<file path="src/rtl/imem_pkg.sv">
// imem_pkg -- shared definitions for the instruction-memory loader controller.
//   IMEM_DEPTH / IMEM_AW / IMEM_DW : default RAM geometry (words, address bits, word bits)
//   state_t                        : controller FSM state encoding
package imem_pkg;

   localparam int IMEM_DEPTH = 64;
   localparam int IMEM_AW    = 6;
   localparam int IMEM_DW    = 32;

   typedef enum logic [1:0] {
      ST_IDLE  = 2'd0,
      ST_CLEAR = 2'd1,
      ST_LOAD  = 2'd2,
      ST_RUN   = 2'd3
   } state_t;

endpackage

</file>
<file path="src/rtl/imem_loader_ctrl_addr_counter.sv">
// addr_counter -- AW-bit clearable incrementing address counter.
//   clk, reset : clock, synchronous active-high reset
//   i_clr      : synchronous clear to zero (wins over i_inc)
//   i_inc      : advance the count by one
//   o_cnt      : current count
//   o_tc       : count equals LAST (terminal address)
module addr_counter #(
   parameter int              AW   = 6,
   parameter logic [AW-1:0]   LAST = '1
) (
   input  logic          clk,
   input  logic          reset,
   input  logic          i_clr,
   input  logic          i_inc,
   output logic [AW-1:0] o_cnt,
   output logic          o_tc
);

   logic [AW-1:0] r_cnt;

   always_ff @(posedge clk) begin
      if (reset || i_clr) begin
         r_cnt <= '0;
      end else if (i_inc) begin
         r_cnt <= r_cnt + AW'(1);
      end
   end

   assign o_cnt = r_cnt;
   assign o_tc  = (r_cnt == LAST);

endmodule

</file>
<file path="src/rtl/imem_loader_ctrl.sv">
// imem_loader_ctrl -- owns the port of an external single-port instruction RAM.
// A load request zeroes the whole RAM, then streams loader words into consecutive
// addresses; afterwards the CPU fetches through the same port with no added latency.
//   clk, reset                       : clock, synchronous active-high reset
//   ld_start                         : (re)load request, honoured in IDLE and RUN
//   ld_valid / ld_data / ld_last     : loader word stream
//   ld_ready                         : word accepted this cycle when ld_valid is high
//   ld_done                          : one-cycle pulse after the final word is written
//   ld_count                         : words accepted by the current/last load
//   cpu_addr / cpu_rd / cpu_stall    : CPU fetch port (data valid only in RUN)
//   mem_a / mem_we / mem_wd / mem_rd : external RAM port (combinational read)
module imem_loader_ctrl
   import imem_pkg::*;
#(
   parameter int DEPTH = IMEM_DEPTH,
   parameter int AW    = IMEM_AW,
   parameter int DW    = IMEM_DW
) (
   input  logic          clk,
   input  logic          reset,
   input  logic          ld_start,
   input  logic          ld_valid,
   input  logic [DW-1:0] ld_data,
   input  logic          ld_last,
   output logic          ld_ready,
   output logic          ld_done,
   output logic [AW:0]   ld_count,
   input  logic [AW-1:0] cpu_addr,
   output logic [DW-1:0] cpu_rd,
   output logic          cpu_stall,
   output logic [AW-1:0] mem_a,
   output logic          mem_we,
   output logic [DW-1:0] mem_wd,
   input  logic [DW-1:0] mem_rd
);

   localparam logic [AW-1:0] LAST_ADDR = AW'(DEPTH - 1);

   state_t        r_state;
   state_t        w_state_next;
   logic [AW:0]   r_count;
   logic          r_done;
   logic          w_accept;
   logic [AW-1:0] w_clr_cnt;
   logic          w_clr_tc;
   logic [AW-1:0] w_ptr;
   logic          w_ptr_tc;

   // Both counters sit at zero whenever their phase is inactive, so each phase
   // always starts from address 0 without an explicit load.
   addr_counter #(.AW(AW), .LAST(LAST_ADDR)) u_clr_cnt (
      .clk   (clk),
      .reset (reset),
      .i_clr (r_state != ST_CLEAR),
      .i_inc (r_state == ST_CLEAR),
      .o_cnt (w_clr_cnt),
      .o_tc  (w_clr_tc)
   );

   addr_counter #(.AW(AW), .LAST(LAST_ADDR)) u_wr_ptr (
      .clk   (clk),
      .reset (reset),
      .i_clr (r_state != ST_LOAD),
      .i_inc (w_accept),
      .o_cnt (w_ptr),
      .o_tc  (w_ptr_tc)
   );

   always_ff @(posedge clk) begin
      if (reset) begin
         r_state <= ST_IDLE;
         r_count <= '0;
         r_done  <= 1'b0;
      end else begin
         r_state <= w_state_next;
         // Final accept: either the loader flagged it or the RAM is full.
         r_done  <= w_accept && (ld_last || w_ptr_tc);
         // Count is zeroed on CLEAR entry so it holds through RUN/IDLE until reload.
         if ((r_state != ST_CLEAR) && (w_state_next == ST_CLEAR)) begin
            r_count <= '0;
         end else if (w_accept) begin
            r_count <= r_count + (AW + 1)'(1);
         end
      end
   end

   always_comb begin
      w_state_next = r_state;
      w_accept     = 1'b0;
      ld_ready     = 1'b0;
      mem_we       = 1'b0;
      mem_a        = '0;
      mem_wd       = '0;
      cpu_rd       = '0;
      cpu_stall    = 1'b1;
      case (r_state)
         ST_IDLE: begin
            if (ld_start) w_state_next = ST_CLEAR;
         end
         ST_CLEAR: begin
            mem_we = 1'b1;
            mem_a  = w_clr_cnt;
            if (w_clr_tc) w_state_next = ST_LOAD;
         end
         ST_LOAD: begin
            ld_ready = 1'b1;
            w_accept = ld_valid;
            if (ld_valid) begin
               mem_we = 1'b1;
               mem_a  = w_ptr;
               mem_wd = ld_data;
               if (ld_last || w_ptr_tc) w_state_next = ST_RUN;
            end
         end
         ST_RUN: begin
            mem_a     = cpu_addr;
            cpu_rd    = mem_rd;
            cpu_stall = 1'b0;
            if (ld_start) w_state_next = ST_CLEAR;
         end
         default: begin
            w_state_next = ST_IDLE;
         end
      endcase
   end

   assign ld_done  = r_done;
   assign ld_count = r_count;

endmodule

</file>
<file path="config.mk">
export PLATFORM = sky130hd
export DESIGN_NAME = imem_loader_ctrl
export DESIGN_NICKNAME = d
export VERILOG_FILES = /design/src/rtl/imem_pkg.sv /design/src/rtl/imem_loader_ctrl_addr_counter.sv /design/src/rtl/imem_loader_ctrl.sv
export SDC_FILE = /design/constraint.sdc
export NUM_CORES = 1
export LEC_CHECK = 0
export CAP_MARGIN = 5
export CORE_AREA = 4 4 83 85
export DETAILED_ROUTE_END_ITERATION = 7
export DIE_AREA = 0 0 87 89
export GPL_ROUTABILITY_DRIVEN = 0
export PLACE_DENSITY = 0.8
export REMOVE_ABC_BUFFERS = 1
export SETUP_SLACK_MARGIN = 0.2
export SYNTH_ARGS = -nofsm -noshare
export SYNTH_HDL_FRONTEND = slang
export SYNTH_SLANG_ARGS = --single-unit
export TNS_END_PERCENT = 50
</file>
<file path="constraint.sdc">
create_clock -name clk -period 1.6 [get_ports clk]
set_input_delay 0.32 -clock clk [delete_from_list [all_inputs] [get_ports clk]]
set_output_delay 0.32 -clock clk [all_outputs]
set_load 0.02 [all_outputs]
</file>
==> summary.md, run 1 <==
| Metric | Value |
|---|---|
| Core ar. | `about 0.0062 sq mm` |
| RSZ-0062 raised after global routing | `true` |
| Period minus WS final | `1890 ps` |
| Placed cell areas | `0.00341 sq mm` |
| Die W | `roughly 87 um` |
| Vias in the first global route | `approximately 2,100` |
| Util after Layout | `65.7%` |
| Max VDD drop | `approximately 470 uV` |
| CP startpoint kind | `flip-flop` |
| Reg power frac | `19.0%` |
| Diodes inserted | `0` |
| Drt first pass iters | `5` |
| GRT overflow | `0` |
| Clock slew at reported path FFs | `80 ps` |
| Die Span Y | `89 um` |
| Vias | `2,243` |
| Area growth, synth to finish | `153%` |
| Leak pwr | `~1.8 nW` |
| Worst slew margin | `70.6%` |
| Num CTS Buffers | `3` |
| Setup WS post-layout | `-290 ps` |
| Int Power | `2.19 mW` |
| H-tree depth | `1` |
| Number of synthesized flops with an enable pin | `0` |
| Worst EP required | `between 1000 and 1500 ps` |
| CTS Root Cell | `clkbuf_8` |
| Synthesis-stage register bit count | `22` |
| I/O pin count | `about 160` |
| Initial Utilization | `25.9%` |
| Tot Pwr | `about 3.5 mW` |
| Die area | `0.00774 sq mm` |
| Rows | `29` |
| Slew Limit Fails | `0` |
| Top cell type by total area after synthesis | `dfxtp_1` |
| First-pass GRT wire length | `around 10,000 um` |
| # clock sinks | `22` |
| DRT Wirelength | `7830 um` |
| Pwr dens | `871 mW/mm^2` |
| Status | `finished with violations` |
| Logic pwr share | `a little under three quarters` |
| 1st-iter DRT viols | `59` |
| Remaining routing DRC violations | `0` |
| Initial antenna violation count | `0` |
| Largest net degree at the start of global routing | `38` |
| Post-synthesis sequential area ratio | `27.4%` |
| Switching share of power | `38.3%` |
| Final instance area | `0.00408 sq mm` |
| Post-synth top cells | `and2_1 (33), and3_1 (33), nor2_1 (25), dfxtp_1 (22), nand2_1 (12)` |
| Violated checks | `setup timing` |
| FF-to-FF Start | `r_state[0]` |
| Syn Std Cell Area | `0.00161 sq mm` |
| Final setup vio count | `84` |
| CP max FO | `5` |
| Crit-path cells | `inv_4, ha_4, and2_4, a222oi_1, nor2_1, buf_4` |
| Via/cell ratio | `4.72` |
| Crit path from | `r_state[0]` |
| Main synth FF type | `dfxtp_1` |
| Post-route insts no fill | `475` |
| Mean post-synth cell area | `roughly 7.9 sq um` |
| Clk network pwr share | `9.6%` |
| Hold slack | `537 ps` |
| Hold Path Class | `reg2reg` |
| Worst-Margin Slew | `437 ps` |
| Global-route usage over all layers | `about 17%` |
| Maxcap violations | `0` |
| Layout net count | `just under 500` |
| Max Clock Skew | `about 4.9 ps` |
| Synth top area share | `between 20% and 30%` |
| Post-Place Cells | `451` |
| Asr flop ratio synth | `0%` |
| CP endpoint kind | `primary output` |
| Post-synthesis cell type count | `34` |
| Fraction of layout cells with a size suffix above 1 | `51.5%` |
| Max Freq | `529 MHz` |
| Clock Tree Buf Depth | `2` |
| Period utilization | `118%` |
| DRT antenna net count | `0` |
| I/O Buffers | `155` |
| CP arrival | `1570 ps` |
| Kind of critical path | `reg2out` |
| Ys Warns | `0` |
| Hold Crit Start | `ld_count[6]` |
| Clk_lat worst skew | `around 260 ps` |
| Post-Synthesis Cells | `203` |
| Slowest stage delay, CP | `approximately 400 ps` |
| NetSw | `roughly 1.4 mW` |
| Post-DR wirelength/cell | `16.5 um` |
| Largest cells by area after synthesis | `dfxtp_1 (27%), and2_1 (13%), and3_1 (13%)` |
| Final Hold Fails | `0` |
| Dpl hpwl | `5270 um` |
| CTS tree | `yes` |
| CP max stage cell | `dfxtp_4` |
## registers in the layout, indices dropped and copies added, names as in the netlist
signal / count
ld_count: 7
u_clr_cnt.o_cnt: 6
u_wr_ptr.o_cnt: 6
r_state: 2
ld_done: 1
## per-layer routing
layer / up-vias / wire length, um / global-route usage, %
li1: 1089 / - / -
met4: 0 / 99 / 2.69
met5: - / 0 / 0
met2: 134 / 3980 / 30.1
met3: 12 / 996 / 5.90
met1: 1008 / 2750 / 19.0
## layout make-up
class / count / area (sq um)
Sequential cell: 22 / 448
Multi-Input combinational cell: 162 / 1380
Fill cell: 480 / 2130
Timing Repair Buffer: 206 / 2090
Inverter: 5 / 21.3
Tap cell: 77 / 96.3
Clock buffer: 3 / 41.3
## path summary, 6_finish.rpt
check	endpoint	slack (ps)	depth (start not counted)
max	mem_a[5]	-290	6
min	ld_count[6]	540	2
max reg2reg	r_state[0]	-190	9
min reg2reg	ld_count[6]	540	2
## critical path: cells and delay by family, from the launching register on
kind            cells  cell delay [ps]
flops               1              400
fa+ha+maj           1              170
simple gates        2              260
compound gates      1              260
buf+inv             2              220
## what timing repair did
action / 4_1_cts / 5_1_grt
endpoints found under the setup margin: 97 / 85
pin swaps: 32 / 16
hold buffers: 0 / 0
buffers inserted: 7 / 8
gates cloned: 1 / 5
gates resized for setup: 364 / 152
## metrics by stage
stage,setup slack [ps],TNS [ps]
finish,-290,-12480
global route,-376,-16270
CTS,-303,-9670
detailed placement,-694,-40820
global placement,-667,-39370
floorplan,-742,-17750
## cells by family (layout without fill, tap and decap cells)
family	Yosys count	after routing	share of synthesized area (%)
buffers and inverters	19	214	5.84
adders and majority gates	7	7	5.45
xor gates and xnor gates	12	12	6.54
AOI/OAI and AO/OA	22	22	12.0
DFF	22	22	27.4
and+or+nand+nor	119	119	41.6
muxes	2	2	1.25
## cell usage in the layout (no fill, tap or decap), types with 3 or more instances in the layout
| cell | instances |
|---|---|
| nor2_1 | 23 |
| buf_12 | 4 |
| ha_4 | 4 |
| dlygate4sd2_1 | 9 |
| buf_2 | 13 |
| nand3_1 | 3 |
| a21oi_1 | 3 |
| and2_1 | 11 |
| a222oi_1 | 4 |
| buf_6 | 68 |
| xor2_1 | 6 |
| ha_1 | 3 |
| nand2_1 | 12 |
| or3_1 | 3 |
| a21oi_2 | 3 |
| buf_8 | 3 |
| dfxtp_1 | 20 |
| xnor2_1 | 6 |
| clkbuf_8 | 3 |
| buf_4 | 33 |
| and2_4 | 22 |
| and3_4 | 33 |
| o21ai_0 | 3 |
| clkdlybuf4s50_1 | 73 |
## power groups by stage
stage                     registers, mW  logic (mW)  clock network, mW
after global placement            0.640        1.63                  0
after global routing              0.683        2.70              0.367
after detailed placement          0.641        1.65                  0
after CTS                         0.669        1.92              0.345
final                             0.673        2.54              0.342
after floorplan                   0.645       0.778                  0
Power figures use the tool's default switching activity.
==> run 2, diff against run 1 <==
Settings changed: CAP_MARGIN 5 to 0, SLEW_MARGIN set to 25.
==> results of run 2 <==
The final DEF is identical to that of run 1; final timing and power are the same.
==> run 3, diff against run 2 <==
Settings changed: CTS_CLUSTER_SIZE set to 28, TNS_END_PERCENT 50 to 5.
==> run 3 against run 2 <==
Net effect:
- the run still ends with setup timing left
- first-iteration DRC count rose by 73%
- clock skew fell by 1.3 ps
- total power fell by 17%
- via count fell by 5.4%
- critical path depth fell by 1
- non-clock buffer count fell by 16
- utilization fell by 8.1 points
- hold slack barely moved
- cell count fell by 3.4%
- register-to-register slack improved by 120 ps
- sequential cell count did not move
- critical endpoint is now mem_a[3]
==> summary.md, run 3 (synthesis results as in run 1) <==
| Metric | Value |
|---|---|
| Status | `finished with violations (unchanged)` |
| Violated checks | `setup timing (unchanged)` |
| Pwr dens | `827 mW/mm^2 (was 871 mW/mm^2)` |
| Setup WS post-layout | `-263 ps (was -290 ps)` |
| Vias | `2,122 (was 2,243)` |
| Worst hold stages | `2 (unchanged)` |
| I/O pin count | `156 (unchanged)` |
| Remaining routing DRC violations | `0 (unchanged)` |
| Hold Path Class | `reg2reg (unchanged)` |
| Post-DR wirelength/cell | `14.4 um (was 16.5 um)` |
| Area growth, synth to finish | `122% (was 153%)` |
| DRT Wirelength | `6620 um (was 7830 um)` |
| Period minus WS final | `1860 ps (was 1890 ps)` |
| Num CTS Buffers | `3 (unchanged)` |
| CTS Root Cell | `clkbuf_8 (unchanged)` |
| Max VDD drop | `468 uV (was 467 uV)` |
| Switching share of power | `39.9% (was 38.3%)` |
| Clock slew at reported path FFs | `80 ps (about the same)` |
| Most frequent cells in the layout | `clkdlybuf4s50_1 (73), buf_6 (43), buf_4 (31) (was clkdlybuf4s50_1 (73), buf_6 (68), and3_4 (33), buf_4 (33), nor2_1 (23))` |
| Global-route usage over all layers | `15.8% (was 16.6%)` |
| Fraction of layout cells with a size suffix above 1 | `40.1% (was 51.5%)` |
| Largest net degree at the start of global routing | `38 (unchanged)` |
| Int Power | `1.78 mW (was 2.19 mW)` |
| Die area | `0.00774 sq mm (unchanged)` |
| Layout net count | `466 (was 482)` |
| CP max FO | `8 (was 5)` |
| Reg power frac | `22.7% (was 19.0%)` |
| CTS tree | `yes (unchanged)` |
| Post-Place Cells | `451 (unchanged)` |
| Maxcap violations | `0 (unchanged)` |
| Worst EP required | `1280 ps (about the same)` |
| RSZ-0062 raised after global routing | `true (unchanged)` |
| Slew Limit Fails | `0 (unchanged)` |
| Max Freq | `537 MHz (was 529 MHz)` |
| Dpl hpwl | `5270 um (unchanged)` |
| Vias in the first global route | `2,081 (was 2,129)` |
| CP startpoint kind | `flip-flop (unchanged)` |
| Clk_lat worst skew | `260 ps (about the same)` |
| Drt first pass iters | `4 (was 5)` |
| Final Hold Fails | `0 (unchanged)` |
| Logic pwr share | `66.0% (was 71.4%)` |
| Worst-Margin Slew | `375 ps (was 437 ps)` |
| Hold_buf cts | `0 (unchanged)` |
| Kind of critical path | `reg2out (unchanged)` |
| First-pass GRT wire length | `9900 um (was 10,400 um)` |
| CP arrival | `1540 ps (was 1570 ps)` |
| Clk network pwr share | `11.3% (was 9.6%)` |
| Most common cell after layout, fill and taps aside | `clkdlybuf4s50_1 (unchanged)` |
| CP endpoint kind | `primary output (unchanged)` |
| Final setup vio count | `70 (was 84)` |
| I/O Buffers | `155 (unchanged)` |
| Core ar. | `0.00620 sq mm (unchanged)` |
| Leak pwr | `1.68 nW (was 1.77 nW)` |
| Hold slack | `537 ps (about the same)` |
| Initial antenna violation count | `0 (unchanged)` |
| Die W | `87 um (unchanged)` |
| Rows | `29 (unchanged)` |
| Worst R2R Path Depth | `8 (was 9)` |
| Via/cell ratio | `4.62 (was 4.72)` |
| Die Span Y | `89 um (unchanged)` |
| Period utilization | `116% (was 118%)` |
| Max FFs per register | `7 (unchanged)` |
| DRT antenna net count | `0 (unchanged)` |
| Post-route insts no fill | `459 (was 475)` |
| Diodes inserted | `0 (unchanged)` |
| # clock sinks | `22 (unchanged)` |
| Max Clock Skew | `3.54 ps (was 4.85 ps)` |
| # fillers | `584 (was 480)` |
| NetSw | `1.18 mW (was 1.36 mW)` |
| GRT overflow | `0 (unchanged)` |
| H-tree depth | `1 (unchanged)` |
| Worst slew margin | `74.8% (was 70.6%)` |
| Clock Tree Buf Depth | `2 (unchanged)` |
| 1st-iter DRT viols | `102 (was 59)` |
| Initial Utilization | `25.9% (unchanged)` |
[run 3: cell types whose count changed in the layout (fill, tap and decap cells not counted), sizes merged]
cell / change
clkdlybuf4s15: +1
buf: -16
clkbuf: -1
[run 3: metal layers]
layer | wire, um | track usage (%) | part of all wire [%]
met1 | 2470 | 17.7 | 37
met2 | 3270 | 28.4 | 49
met3 | 840 | 6.27 | 13
met4 | 43 | 2.69 | 0.65
met5 | 0 | 0 | 0
[run 3: power by group through the flow]
| stage | Combinational, mW | Sequential [mW] | Clock [mW] |
|---|---|---|---|
| floorplan | 0.778 | 0.645 | 0 |
| global placement | 1.63 | 0.640 | 0 |
| detailed placement | 1.65 | 0.641 | 0 |
| CTS | 1.79 | 0.667 | 0.345 |
| global route | 2.11 | 0.678 | 0.362 |
| finish | 1.95 | 0.671 | 0.335 |
[run 3: worst max-delay path, cell delays in order, from the launching register on]
cell      delay, ps
dfxtp_4         370
buf_4           140
ha_4            180
a222oi_1        340
nor2_1           80
buf_4           170
[run 3: final cells by class]
cell class / instances / area, sq um / area share, %
Timing Repair Buffer: 190 / 1750 / 49.1
Multi-Input combinational cell: 162 / 1210 / 34.0
Sequential cell: 22 / 448 / 12.5
Tap cell: 77 / 96.3 / 2.70
Clock buffer: 3 / 41.3 / 1.16
Inverter: 5 / 21.3 / 0.595
[run 3: timing repair]
| item | CTS | global route |
|---|---|---|
| setup endpoints to repair | 97 | 85 |
| setup buffers | 1 | 3 |
| resized for setup | 354 | 77 |
| pin swaps | 16 | 9 |
| cloned | 0 | 1 |
[run 3: worst paths after layout]
kind	from	end	slack (ps)
hold reg to reg	ld_count[6]	ld_count[6]	540
setup / recovery	r_state[0]	mem_a[3]	-260
setup reg to reg	r_state[0]	r_state[0]	-70
hold / removal	ld_count[6]	ld_count[6]	540
[run 3: per-stage QoR]
| step | utilization [%] | total power, mW | area [sq um] | TNS, ps | setup slack (ps) |
|---|---|---|---|---|---|
| 2_1_floorplan | - | 1.42 | 1530 | -17750 | -742 |
| 3_3_place_gp | 54.9 | 2.27 | 3410 | -39370 | -667 |
| 3_5_place_dp | 54.9 | 2.29 | 3410 | -40820 | -694 |
| 4_1_cts | 57.7 | 2.80 | 3580 | -9860 | -315 |
| 5_1_grt | 57.6 | 3.15 | 3570 | -12860 | -374 |
| 6_report | 57.6 | 2.96 | 3570 | -8480 | -263 |
